[config.mk]
export PLATFORM = sky130hd
export DESIGN_NAME = mips_bus_arbiter
export DESIGN_NICKNAME = d
export VERILOG_FILES = /design/src/rtl/mips_bus_arbiter.sv
export SDC_FILE = /design/constraint.sdc
export NUM_CORES = 1
export LEC_CHECK = 0
export ABC_AREA = 1
export BUFFER_PORTS_ARGS = -buffer_cell sky130_fd_sc_hd__buf_2
export CELL_PAD_IN_SITES_DETAIL_PLACEMENT = 0
export CELL_PAD_IN_SITES_GLOBAL_PLACEMENT = 1
export CORE_MARGIN = 2
export CORE_UTILIZATION = 27
export DETAILED_ROUTE_END_ITERATION = 7
export HOLD_SLACK_MARGIN = 0.1
export PLACE_DENSITY_LB_ADDON = 0.1
export REMOVE_ABC_BUFFERS = 1
export SYNTH_ARGS = -nofsm -noshare
export SYNTH_HDL_FRONTEND = slang
export SYNTH_SLANG_ARGS = --single-unit
[constraint.sdc]
create_clock -name clk -period 2.82 [get_ports clk]
set_clock_uncertainty 0.15 [all_clocks]
set_input_delay 0.564 -clock clk [delete_from_list [all_inputs] [get_ports clk]]
set_output_delay 0.564 -clock clk [all_outputs]
set_load 0.05 [all_outputs]
[src/rtl/mips_bus_arbiter.sv]
// Two-master (instruction/data) arbiter onto one shared memory-slave bus.
// It allows one outstanding transfer. Read data returns to the owner one cycle after the RESP cycle.
module mips_bus_arbiter #(
  parameter bit RR_ENABLE = 1'b1
) (
  input  logic        clk,
  input  logic        reset,
  // instruction master
  input  logic [31:0] i_address,
  input  logic        i_read,
  output logic        i_waitrequest,
  output logic [31:0] i_readdata,
  output logic        i_readdatavalid,
  // data master
  input  logic [31:0] d_address,
  input  logic        d_read,
  input  logic        d_write,
  input  logic [31:0] d_writedata,
  input  logic [3:0]  d_byteenable,
  output logic        d_waitrequest,
  output logic [31:0] d_readdata,
  output logic        d_readdatavalid,
  // shared slave bus
  output logic [31:0] address,
  output logic        read,
  output logic        write,
  output logic [31:0] writedata,
  output logic [3:0]  byteenable,
  input  logic        waitrequest,
  input  logic [31:0] readdata
);

  typedef enum logic [1:0] {IDLE, GRANT_I, GRANT_D, RESP} state_t;

  typedef struct packed {
    logic [31:0] address;
    logic        read;
    logic        write;
    logic [31:0] writedata;
    logic [3:0]  byteenable;
  } bus_req_t;

  localparam logic GNT_I = 1'b0;
  localparam logic GNT_D = 1'b1;

  state_t   state, state_nxt;
  logic     last_grant, last_grant_nxt;
  logic     owner, owner_nxt;
  logic     i_req, d_req, pick;
  bus_req_t bus;

  assign i_req = i_read;
  assign d_req = d_read | d_write;

  // Contested pick: alternate away from the previous winner, or favour D.
  always_comb begin
    pick = d_req ? GNT_D : GNT_I;
    if (i_req && d_req)
      pick = RR_ENABLE ? ~last_grant : GNT_D;
  end

  always_comb begin
    state_nxt      = state;
    last_grant_nxt = last_grant;
    owner_nxt      = owner;
    bus            = '0;
    i_waitrequest  = 1'b1;
    d_waitrequest  = 1'b1;
    case (state)
      IDLE: begin
        if (i_req || d_req) begin
          state_nxt      = (pick == GNT_D) ? GRANT_D : GRANT_I;
          last_grant_nxt = pick;
        end
      end
      GRANT_I: begin
        bus.address    = i_address;
        bus.read       = i_read;
        bus.byteenable = 4'b1111;
        i_waitrequest  = waitrequest;
        if (!i_req)
          state_nxt = IDLE;
        else if (!waitrequest) begin
          state_nxt = RESP;
          owner_nxt = GNT_I;
        end
      end
      GRANT_D: begin
        // Write wins when both strobes are set.
        bus.address    = d_address;
        bus.write      = d_write;
        bus.read       = d_read & ~d_write;
        bus.writedata  = d_writedata;
        bus.byteenable = d_byteenable;
        d_waitrequest  = waitrequest;
        if (!d_req)
          state_nxt = IDLE;
        else if (!waitrequest) begin
          state_nxt = d_write ? IDLE : RESP;
          owner_nxt = GNT_D;
        end
      end
      RESP:    state_nxt = IDLE;
      default: state_nxt = IDLE;
    endcase
  end

  assign address    = bus.address;
  assign read       = bus.read;
  assign write      = bus.write;
  assign writedata  = bus.writedata;
  assign byteenable = bus.byteenable;

  always_ff @(posedge clk or posedge reset) begin
    if (reset) begin
      state      <= IDLE;
      last_grant <= GNT_D;
      owner      <= GNT_I;
    end else begin
      state      <= state_nxt;
      last_grant <= last_grant_nxt;
      owner      <= owner_nxt;
    end
  end

  always_ff @(posedge clk or posedge reset) begin
    if (reset) begin
      i_readdata      <= '0;
      d_readdata      <= '0;
      i_readdatavalid <= 1'b0;
      d_readdatavalid <= 1'b0;
    end else begin
      i_readdatavalid <= (state == RESP) && (owner == GNT_I);
      d_readdatavalid <= (state == RESP) && (owner == GNT_D);
      if (state == RESP && owner == GNT_I) i_readdata <= readdata;
      if (state == RESP && owner == GNT_D) d_readdata <= readdata;
    end
  end

endmodule

# Word-level counts from Yosys, hierarchy flattened
# Cells that the tools add are included.
totals:
  output_inout_bits: 138
  register_bits: 70
  romBits: 0
  latch_bits: 0
  mem_bits_rw: 0
  word_cells: 51
  memories: 0
  inputBits: 138
classes:
  addsub: 0
  n_reduce_logical: 9
  eq_ne: 10
  mux: 20
  n_mul: 0
  div: 0
  bitwise_logic: 5
  shift: 0
  magnitude_cmp: 0
op_table:
  columns: ["cell", "n"]
  rows:
  - ["$pmux W33 S2", 1]
  - ["$mux W33", 1]
  - ["$mux W2", 7]
  - ["$ne A2 B2 Y1 const B", 5]
  - ["$mux W1", 8]
  - ["$pmux W2 S4", 1]
  - ["$pmux W4 S2", 1]
  - ["$ne A3 B3 Y1 const B", 2]
  - ["$reduce_and A5 Y1", 1]
  - ["$eq A2 B2 Y1 const B", 2]
  - ["$logic_and A1 B1 Y1", 3]
  - ["$not A1 Y1", 3]
  - ["$reduce_and A3 Y1", 1]
  - ["$eq A2 B1 Y1 const B", 1]
  - ["$logic_not A2 Y1", 1]
  - ["$pmux W1 S2", 1]
  - ["$reduce_and A2 Y1", 1]
  - ["$reduce_bool A2 Y1", 1]
  - ["$and A1 B1 Y1", 1]
  - ["$logic_or A1 B1 Y1", 1]
  - ["$or A1 B1 Y1", 1]

# Logic depth before layout (Yosys ltp)
# Gate-level depths: netlist of the first run.
logic_depth:
  word_depth: 6
  depth_mapped: 9
  depth_no_buf: 8

# Worst setup path after synthesis of the first run
# Ideal clock, no wire load.
synth_timing:
  path_type: "flip-flop to output port"
  startpoint: "register state[0]"
  endpoint: "output address[10]"
  setup_slack_ns: 0.284
  required_time_ns: 2.106
  path_buffers: 1
  arrival_time_ns: 1.822
  path_stages_with_launch: 6
  cell_sequence: "dfrtp_1 > inv_1 > ha_1 > inv_1 > buf_1 > a21oi_1"
synth_between:
  elab_chain_len: 2
  word_cells_on_any_way: 3
  cone_classes: "eq/ne: 2; mux: 1"
synth_rtl:
  columns: ["item", "line", "source"]
  rows:
  - ["start, declared", "46", "state_t state, state_nxt;"]
  - ["start signal, assigned", "120", "state <= state_nxt;"]
  - ["$eq A2 B2 Y1 or $eq A2 B1 Y1 (tied branches)", "69", "case (state)"]
  - ["$pmux W33 S2 (*)", "69", null]
  - ["end, declared", "24", "output logic [31:0] address,"]
# Mark *: on every way between the ends. The rest lies on a longest branch, timed or not.

# Worst setup path after layout of the first run
layout_timing:
  startpoint: "register state[1]"
  endpoint: "output address[25]"
# The elaborated chain is that of the path after synthesis.

==> flow_summary.ini, run 1 <==
[worst_setup_path]
required_ns = 2.11
r2r_cells = 6
endpoint_kind = output pin
crit_fanout = 26
critPathArrivalTime_ns = 1.92
setup.worst_path.start_class = flop
worstSetupPathType = reg -> out

[layout]
syn2layout_area_growth_pct = 46.3
post-route-util_pct = 40.5
drive_gt1_share_pct = 46.0
fin_cells = 948
final_common_cell = buf_2
final_cell_mix = buf_2 (272), nand2_1 (185), inv_1 (77)
layout.nets = 906

[logic_synthesis]
yosysTopAreaCell = dfrtp_1
synthAdderAreaFrac_pct = 2.28
synth_simple_gate_area_share_pct = 20.5
synth_compound_area_share_pct = 17.4
syn_avg_cell_area_um2 = 7.80
synth-xor-area-share_pct = 0
ys_seq_area_share_pct = 45.6
synth_top_family_by_area = simple AND/OR/NAND/NOR gates
yosysTopAreaCellShare_pct = 44.9
syn_area_mm2 = 0.00384
synth_warnings = 0
synth_cell_types = 19
synth_area_leaders = dfrtp_1 (45%), nand2_1 (18%), o21ai_2 (10%)
synth_seq_cells = 70
syn_inst = 493
synth_mux_area_share_pct = 0

[route]
drtIter0Drc = 196
dr.pass1.iters = 5
finalWirelength_um = 12100
viasPerCell = 4.18
vias = 3967
drc_errors = 0
wl_per_cell_um = 12.8
ant_nets = 0

[die]
dieArea_mm2 = 0.0152
chipHeight_um = 123
io_pins = 276
coreArea_mm2 = 0.0139
row_count = 43
die_w_um = 123
initial_core_util_pct = 27.7

[placement]
detailed_place_hpwl_um = 9480
numPortBuffers = 275
routabilityCongestion = 0.738
place_inst = 930

[clocking]
cts_tree = done
cts_sinks = 70
holdBufCountCts = 0
cts_htree_levels = 3
clock_latency_ns = 0.32
clock_path_buffers = 2
clk_pin_slew_ns = 0.06
root_buffer = clkbuf_16
cts_buffers = 9

[timing]
fin_crit_ns = 2.64
max-slew-margin-rel_pct = 47.3
hold_viol = 0
rsz0062_at_grt = false
tightest_slew_ns = 0.791
drv_slew = 0
setup_viol = 0
fin_crit_sh_pct = 93.5
fmax_mhz = 379

[global_route]
track_usage_pct = 15.8
grt_max_degree = 71
grt-ovfl-total = 0
grt_pass1_vias = 3889
grt_pass1_wl_um = 18800
antenna_found_initial = 3

[power_and_ir_drop]
power_density_mw_per_mm2 = 1450
power_mw = 8.18
ir_drop_v = 0.000527
p_leak_nw = 3.44

[run]
maxCapViolCount = 0

[run_status]
status = finished, final reports clean

[hold_path]
holdCritPathClass = in -> async
==> worst max-delay path: stages (launching register included) <==
cell	delay, ns
dfrtp_1	0.43
inv_1	0.15
ha_1	0.19
buf_4	0.26
nand2_1	0.12
a21oi_1	0.16
buf_2	0.27
==> metal layers <==
| metal | vias to the layer above | global-route usage (%) | wire length [µm] |
|---|---|---|---|
| met5 | - | 0 | 0 |
| met2 | 162 | 27.7 | 6170 |
| met4 | 0 | 5.54 | 97 |
| li1 | 2039 | - | - |
| met1 | 1755 | 18.5 | 4870 |
| met3 | 11 | 4.47 | 991 |
==> registers in the layout, indices dropped and copies added, names as in the netlist <==
name	count
d_readdata	32
i_readdata	32
state	2
d_readdatavalid	1
i_readdatavalid	1
last_grant	1
owner	1
==> worst paths after layout <==
path                       slack (ns)              to            from
max in group asynchronous        2.01      last_grant           reset
hold / removal                   0.15  d_readdata[24]           reset
setup / recovery                 0.18     address[25]        state[1]
setup reg to reg                 0.94  i_readdata[29]        state[0]
min in group clk                 0.32  d_readdata[21]  d_readdata[21]
hold reg to reg                  0.32  d_readdata[21]  d_readdata[21]
==> per-stage QoR <==
step	TNS, ns	area [µm²]	hold slack (ns)	setup WS, ns
5_1_grt	0	5620	0.187	0.00109
4_1_cts	0	5610	0.175	0.0253
3_3_place_gp	0	5310	0.309	0.498
6_report	0	5620	0.154	0.183
3_5_place_dp	0	5310	0.312	0.374
2_1_floorplan	-3.05	3600	0.309	-0.133
==> synth_stat cells <==
master    instances
o21ai_0          12
dfstp_2           1
nor2_2            1
nand2_1         186
a21oi_1          34
buf_4             1
buf_2             9
buf_6            12
o21ai_1          11
inv_4             1
nand3_1           8
clkbuf_8          3
clkbuf_1          1
dfrtp_1          69
nor2_1           12
ha_1              7
buf_1             2
o21ai_2          44
inv_1            79
==> final cells by class <==
cell class	count	area [µm²]
inverter	80	303
tap	180	225
clock buffer	9	225
multi-input combinational	315	1550
fill	1486	8260
antenna	2	5.00
clock inverter	7	72.6
sequential	70	1750
timing repair buffer	285	1490
==> cell families after synthesis <==
group / Yosys count
flops: 70
fa+ha+maj: 7
simple gates: 207
buf+inv: 108
compound gates: 101
==> power breakdown <==
part	internal, mW	switching (mW)	total, mW
Combinational	1.18	4.13	5.31
Clock	0.685	0.431	1.12
Sequential	1.50	0.249	1.75
==> what timing repair did <==
| item | CTS | global route |
|---|---|---|
| endpoints found under the setup margin | 0 | 47 |
| setup buffers | 0 | 0 |
| resized for setup | 0 | 6 |
No activity file was read; power rests on OpenSTA's default activity.
==> run 2, diff against run 1 <==
- CORE_UTILIZATION: 27 -> 30
- clock period: 2.82 -> 3.4 ns (I/O delays scaled with it)
==> run 2 against run 1 <==
Net effect:
- combinational power down 18%
- global-route usage up 0.46 points
- sequential share of layout area is 0.27 points higher
- cell area decreased by 0.85%
- utilization grew 3.9 points
- critical path depth is 1 lower
- flip-flop and latch count stayed put
==> flow_summary.ini, run 2 (synthesis results as in run 1) <==
[timing]
rsz0062_at_grt = false
tns_ns = 0
drv_slew = 0
setup_viol = 0
timing.hold.ws_ns = 0.271
fin_crit_sh_pct = 91.8
hold_viol = 0
tightest_slew_ns = 1.03
fmax_mhz = 320
max-slew-margin-rel_pct = 31.5
fin_crit_ns = 3.12

[worst_setup_path]
crit_top_cell = inv_1
cpMaxStageDelayCell = inv_1
setup.worst_path.start_class = flop
r2r_slack_ns = 1.55
r2r_cells = 6
critPathArrivalTime_ns = 2.29
crit_fanout = 33
endpoint_kind = output pin
path_cells = inv_1 > ha_1 > inv_1 > a21oi_1 > buf_2
cp_top_family = buffers and inverters
worst_r2r_startpoint = state[0]
required_ns = 2.57
slowest_delay_ns = 0.75
worstSetupPathType = reg -> out
crit_buf_inv = 3
r2r_end = i_readdata[29]

[placement]
place_inst = 918
detailed_place_hpwl_um = 9030
routabilityCongestion = 0.855
numPortBuffers = 275

[route]
drc_errors = 0
drtIter0Drc = 191
wl_per_cell_um = 12.6
finalWirelength_um = 11700
viasPerCell = 4.24
ant_nets = 0
vias = 3957
dr.pass1.iters = 4

[clocking]
cts_setup_buffers = 0
cts_resized = 0
root_buffer = clkbuf_16
cts_tree = done
clock_latency_ns = 0.32
cts_sinks = 70
cts_htree_levels = 3
clock_path_buffers = 2
holdBufCountCts = 0
cts_buffers = 9
clk_pin_slew_ns = 0.05

[layout]
syn2layout_area_growth_pct = 45.1
final_cell_mix = buf_2 (275), nand2_1 (185), inv_1 (78)
drive_gt1_share_pct = 45.3
multiInputGateArea_mm2 = 0.00155
num_antenna_cells = 0
register_area_mm2 = 0.00175
fill_cells = 1338
post-route-util_pct = 44.4
top_regs = d_readdata (32), i_readdata (32), state (2)
layout.nets = 902
fin_cells = 933
final_common_cell = buf_2

[global_route]
grt_pass1_vias = 3505
antenna_found_initial = 0
track_usage_pct = 16.3
grt_pass1_wl_um = 17300
grt_max_degree = 65
grt-ovfl-total = 0

[power_and_ir_drop]
p_seq_share_pct = 21.6
p_comb_share_pct = 64.4
p_switching_mw = 3.93
ir_drop_v = 0.000585
p_clk_share_pct = 13.9
switching_share_pct = 58.3
power_density_mw_per_mm2 = 1210
p_leak_nw = 3.43
p_int_mw = 2.81

[die]
initial_core_util_pct = 30.6
chipHeight_um = 117
coreArea_mm2 = 0.0126
dieArea_mm2 = 0.0137
die_w_um = 117
io_pins = 276
row_count = 41

[hold_path]
holdCritPathClass = in -> async

[run]
maxCapViolCount = 0

[run_status]
status = finished, final reports clean
[run 2: final cells by class]
type                    count  area share, %
repair buffers            281           25.9
clock buffers              12           4.78
flip-flops and latches     70           31.4
multi-input cells         315           27.8
inverters                  80           5.43
clock inverters             3          0.763
well taps                 172           3.86
[run 2: how the worst max path moves through the flow]
| stage | start | endpoint | cells past startpoint |
|---|---|---|---|
| CTS | state[0] | address[25] | 5 |
| detailed placement | state[0] | address[25] | 5 |
| global route | state[0] | address[25] | 5 |
| global placement | state[0] | address[17] | 5 |
| floorplan | state[1] | read | 4 |
| finish | state[0] | address[27] | 5 |
[run 2: power groups by stage]
| stage | logic [mW] | clock network [mW] | registers, mW |
|---|---|---|---|
| 6_report | 4.34 | 0.937 | 1.46 |
| 5_1_grt | 4.65 | 1.01 | 1.51 |
| 4_1_cts | 4.39 | 0.969 | 1.46 |
| 3_5_place_dp | 4.38 | 0 | 1.47 |
| 3_3_place_gp | 4.36 | 0 | 1.45 |
| 2_1_floorplan | 1.96 | 0 | 2.82 |
[run 2: routing by layer]
layer  vias to the layer above  part of all wire, %  track usage, %
met4                         0                  1.3            5.41
met5                         -                    0               0
met2                       163                   51            29.0
li1                       2034                    -               -
met3                         8                  7.2            4.22
met1                      1752                   40            19.0
[run 2: worst register-to-register path, stage by stage (launching register included)]
cell and delay, ns:
dfrtp_1 0.42, ha_1 0.24, inv_1 0.07, nor2_2 0.05, inv_4 0.54, nand2_1 0.20, o21ai_2 0.09
[run 2: stage by stage]
stage	instance area, µm²	total power, mW	setup WS [ns]
floorplan	3600	4.79	0.331
global placement	5270	5.82	0.722
detailed placement	5270	5.85	0.604
CTS	5580	6.82	0.231
global route	5580	7.17	0.0760
finish	5580	6.74	0.280
==> run 3, diff against run 2 <==
- CORE_UTILIZATION: 30 -> 27
- MAX_ROUTING_LAYER: unset -> met4
- clock period: 3.4 -> 2.97 ns (I/O delays scaled with it)
==> run 3 against run 2 <==
Net effect:
- routed wire length rose by 4.8%
- global-route usage shrank 0.12 points
- clock power is 2% higher
- combinational power rose by 16%
- via count up 0.25%
- cell area about the same
- flip-flop and latch count is the same
- final cell count grew 0.86%
- sequential power increased by 14%
- hold slack lost 0.079 ns
- worst setup slack lost 0.067 ns
- critical path depth grew 1
- largest power group unchanged
==> flow_summary.ini, run 3 (synthesis results as in run 1) <==
[run_status]
status = finished, final reports clean

[timing]
rsz0062_at_grt = false
hold_viol = 0
fmax_mhz = 363
setup_viol = 0
drv_slew = 0
tightest_slew_ns = 0.792
max-slew-margin-rel_pct = 47.2
fin_crit_sh_pct = 92.8
fin_crit_ns = 2.76

[power_and_ir_drop]
power_density_mw_per_mm2 = 1370
p_switching_mw = 4.53
p_int_mw = 3.12
ir_drop_v = 0.000618
p_leak_nw = 3.43
p_clk_share_pct = 12.5
power_mw = 7.66
p_comb_share_pct = 65.7
switching_share_pct = 59.2
p_seq_share_pct = 21.8

[route]
vias = 3967
drtIter0Drc = 162
wl_per_cell_um = 13.0
viasPerCell = 4.22
ant_nets = 0
finalWirelength_um = 12300
dr.pass1.iters = 4
drc_errors = 0

[worst_setup_path]
endpoint_kind = output pin
worstSetupPathType = reg -> out
setup.worst_path.start_class = flop
required_ns = 2.23
critPathArrivalTime_ns = 2.01
crit_fanout = 26

[clocking]
root_buffer = clkbuf_16
clock_latency_ns = 0.32
cts_tree = done
cts_sinks = 70
clk_pin_slew_ns = 0.05
cts_htree_levels = 3
cts_buffers = 9
clock_path_buffers = 2

[die]
dieArea_mm2 = 0.0152
initial_core_util_pct = 27.7
io_pins = 276
chipHeight_um = 123
coreArea_mm2 = 0.0139
die_w_um = 123
row_count = 43

[global_route]
antenna_found_initial = 0
grt_max_degree = 71
track_usage_pct = 16.2
grt_pass1_vias = 3795
grt_pass1_wl_um = 18700
grt-ovfl-total = 0

[layout]
design_area_mm2 = 0.00557
final_common_cell = buf_2
top_regs = d_readdata (32), i_readdata (32), state (2)
final_cell_mix = buf_2 (274), nand2_1 (185), inv_1 (78)
post-route-util_pct = 40.1
num_antenna_cells = 0
layout.nets = 902
fin_cells = 941
syn2layout_area_growth_pct = 45.0
drive_gt1_share_pct = 45.2

[placement]
detailed_place_hpwl_um = 9400
numPortBuffers = 275
dpl_cell_area_mm2 = 0.00530
place_inst = 926
routabilityCongestion = 0.795

[run]
maxCapViolCount = 0

[hold_path]
holdCritPathClass = in -> async
run 3: cell types whose count changed in the layout (fill, tap and decap cells not counted), moves of 2 or more:
cell      before  now
buf_12         2    4
buf_4          4    2
clkbuf_8       3    1
clkinv_2       1    3
run 3: timing repair:
item / 4_1_cts / 5_1_grt
resized for setup: 0 / 1
setup endpoints to repair: 0 / 1
setup buffers: 0 / 0
hold buffers: 0 / 0
hold endpoints to repair: 0 / 0
run 3: layer usage:
metal / track usage [%] / wire length (µm)
met5: - / 0
met4: 5.54 / 228
met3: 3.83 / 953
met2: 26.6 / 5980
met1: 19.4 / 5110
run 3: worst paths after layout:
check | cells past startpoint | slack, ns | endpoint | startpoint
setup reg to reg | 6 | 1.09 | i_readdata[16] | state[0]
hold reg to reg | 2 | 0.32 | d_readdata[23] | d_readdata[23]
setup / recovery | 6 | 0.21 | address[6] | state[0]
max in group asynchronous | 3 | 2.16 | owner | reset
hold / removal | 3 | 0.19 | i_readdata[15] | reset
min in group clk | 2 | 0.32 | d_readdata[23] | d_readdata[23]
run 3: critical path, cell delays in order, from the launching register on:
cell	delay [ns]
dfrtp_1	0.42
inv_1	0.12
ha_1	0.32
inv_1	0.20
buf_4	0.32
a21oi_1	0.08
buf_2	0.22
run 3: area by class of cell:
cell class,count,area (µm²)
Clock buffer,11,243
Sequential cell,70,1750
Fill cell,1510,8310
Multi-Input combinational cell,315,1550
Timing Repair Buffer,281,1470
Tap cell,180,225
Clock inverter,4,23.8
Inverter,80,303
run 3: power by group through the flow:
stage	sequential (mW)	clock [mW]	combinational, mW
final	1.67	0.956	5.03
after global routing	1.74	1.03	5.39
after floorplan	3.23	0	2.25
after detailed placement	1.68	0	5.08
after global placement	1.66	0	5.05
after CTS	1.67	0.992	5.08
run 3: metrics by stage:
stage          setup TNS [ns]  setup slack (ns)  hold slack [ns]
6_report                    0             0.212            0.192
4_1_cts                     0             0.168            0.212
3_3_place_gp                0             0.608            0.309
2_1_floorplan         -0.0130           -0.0130            0.309
3_5_place_dp                0             0.536            0.312
5_1_grt                     0           0.00519            0.225
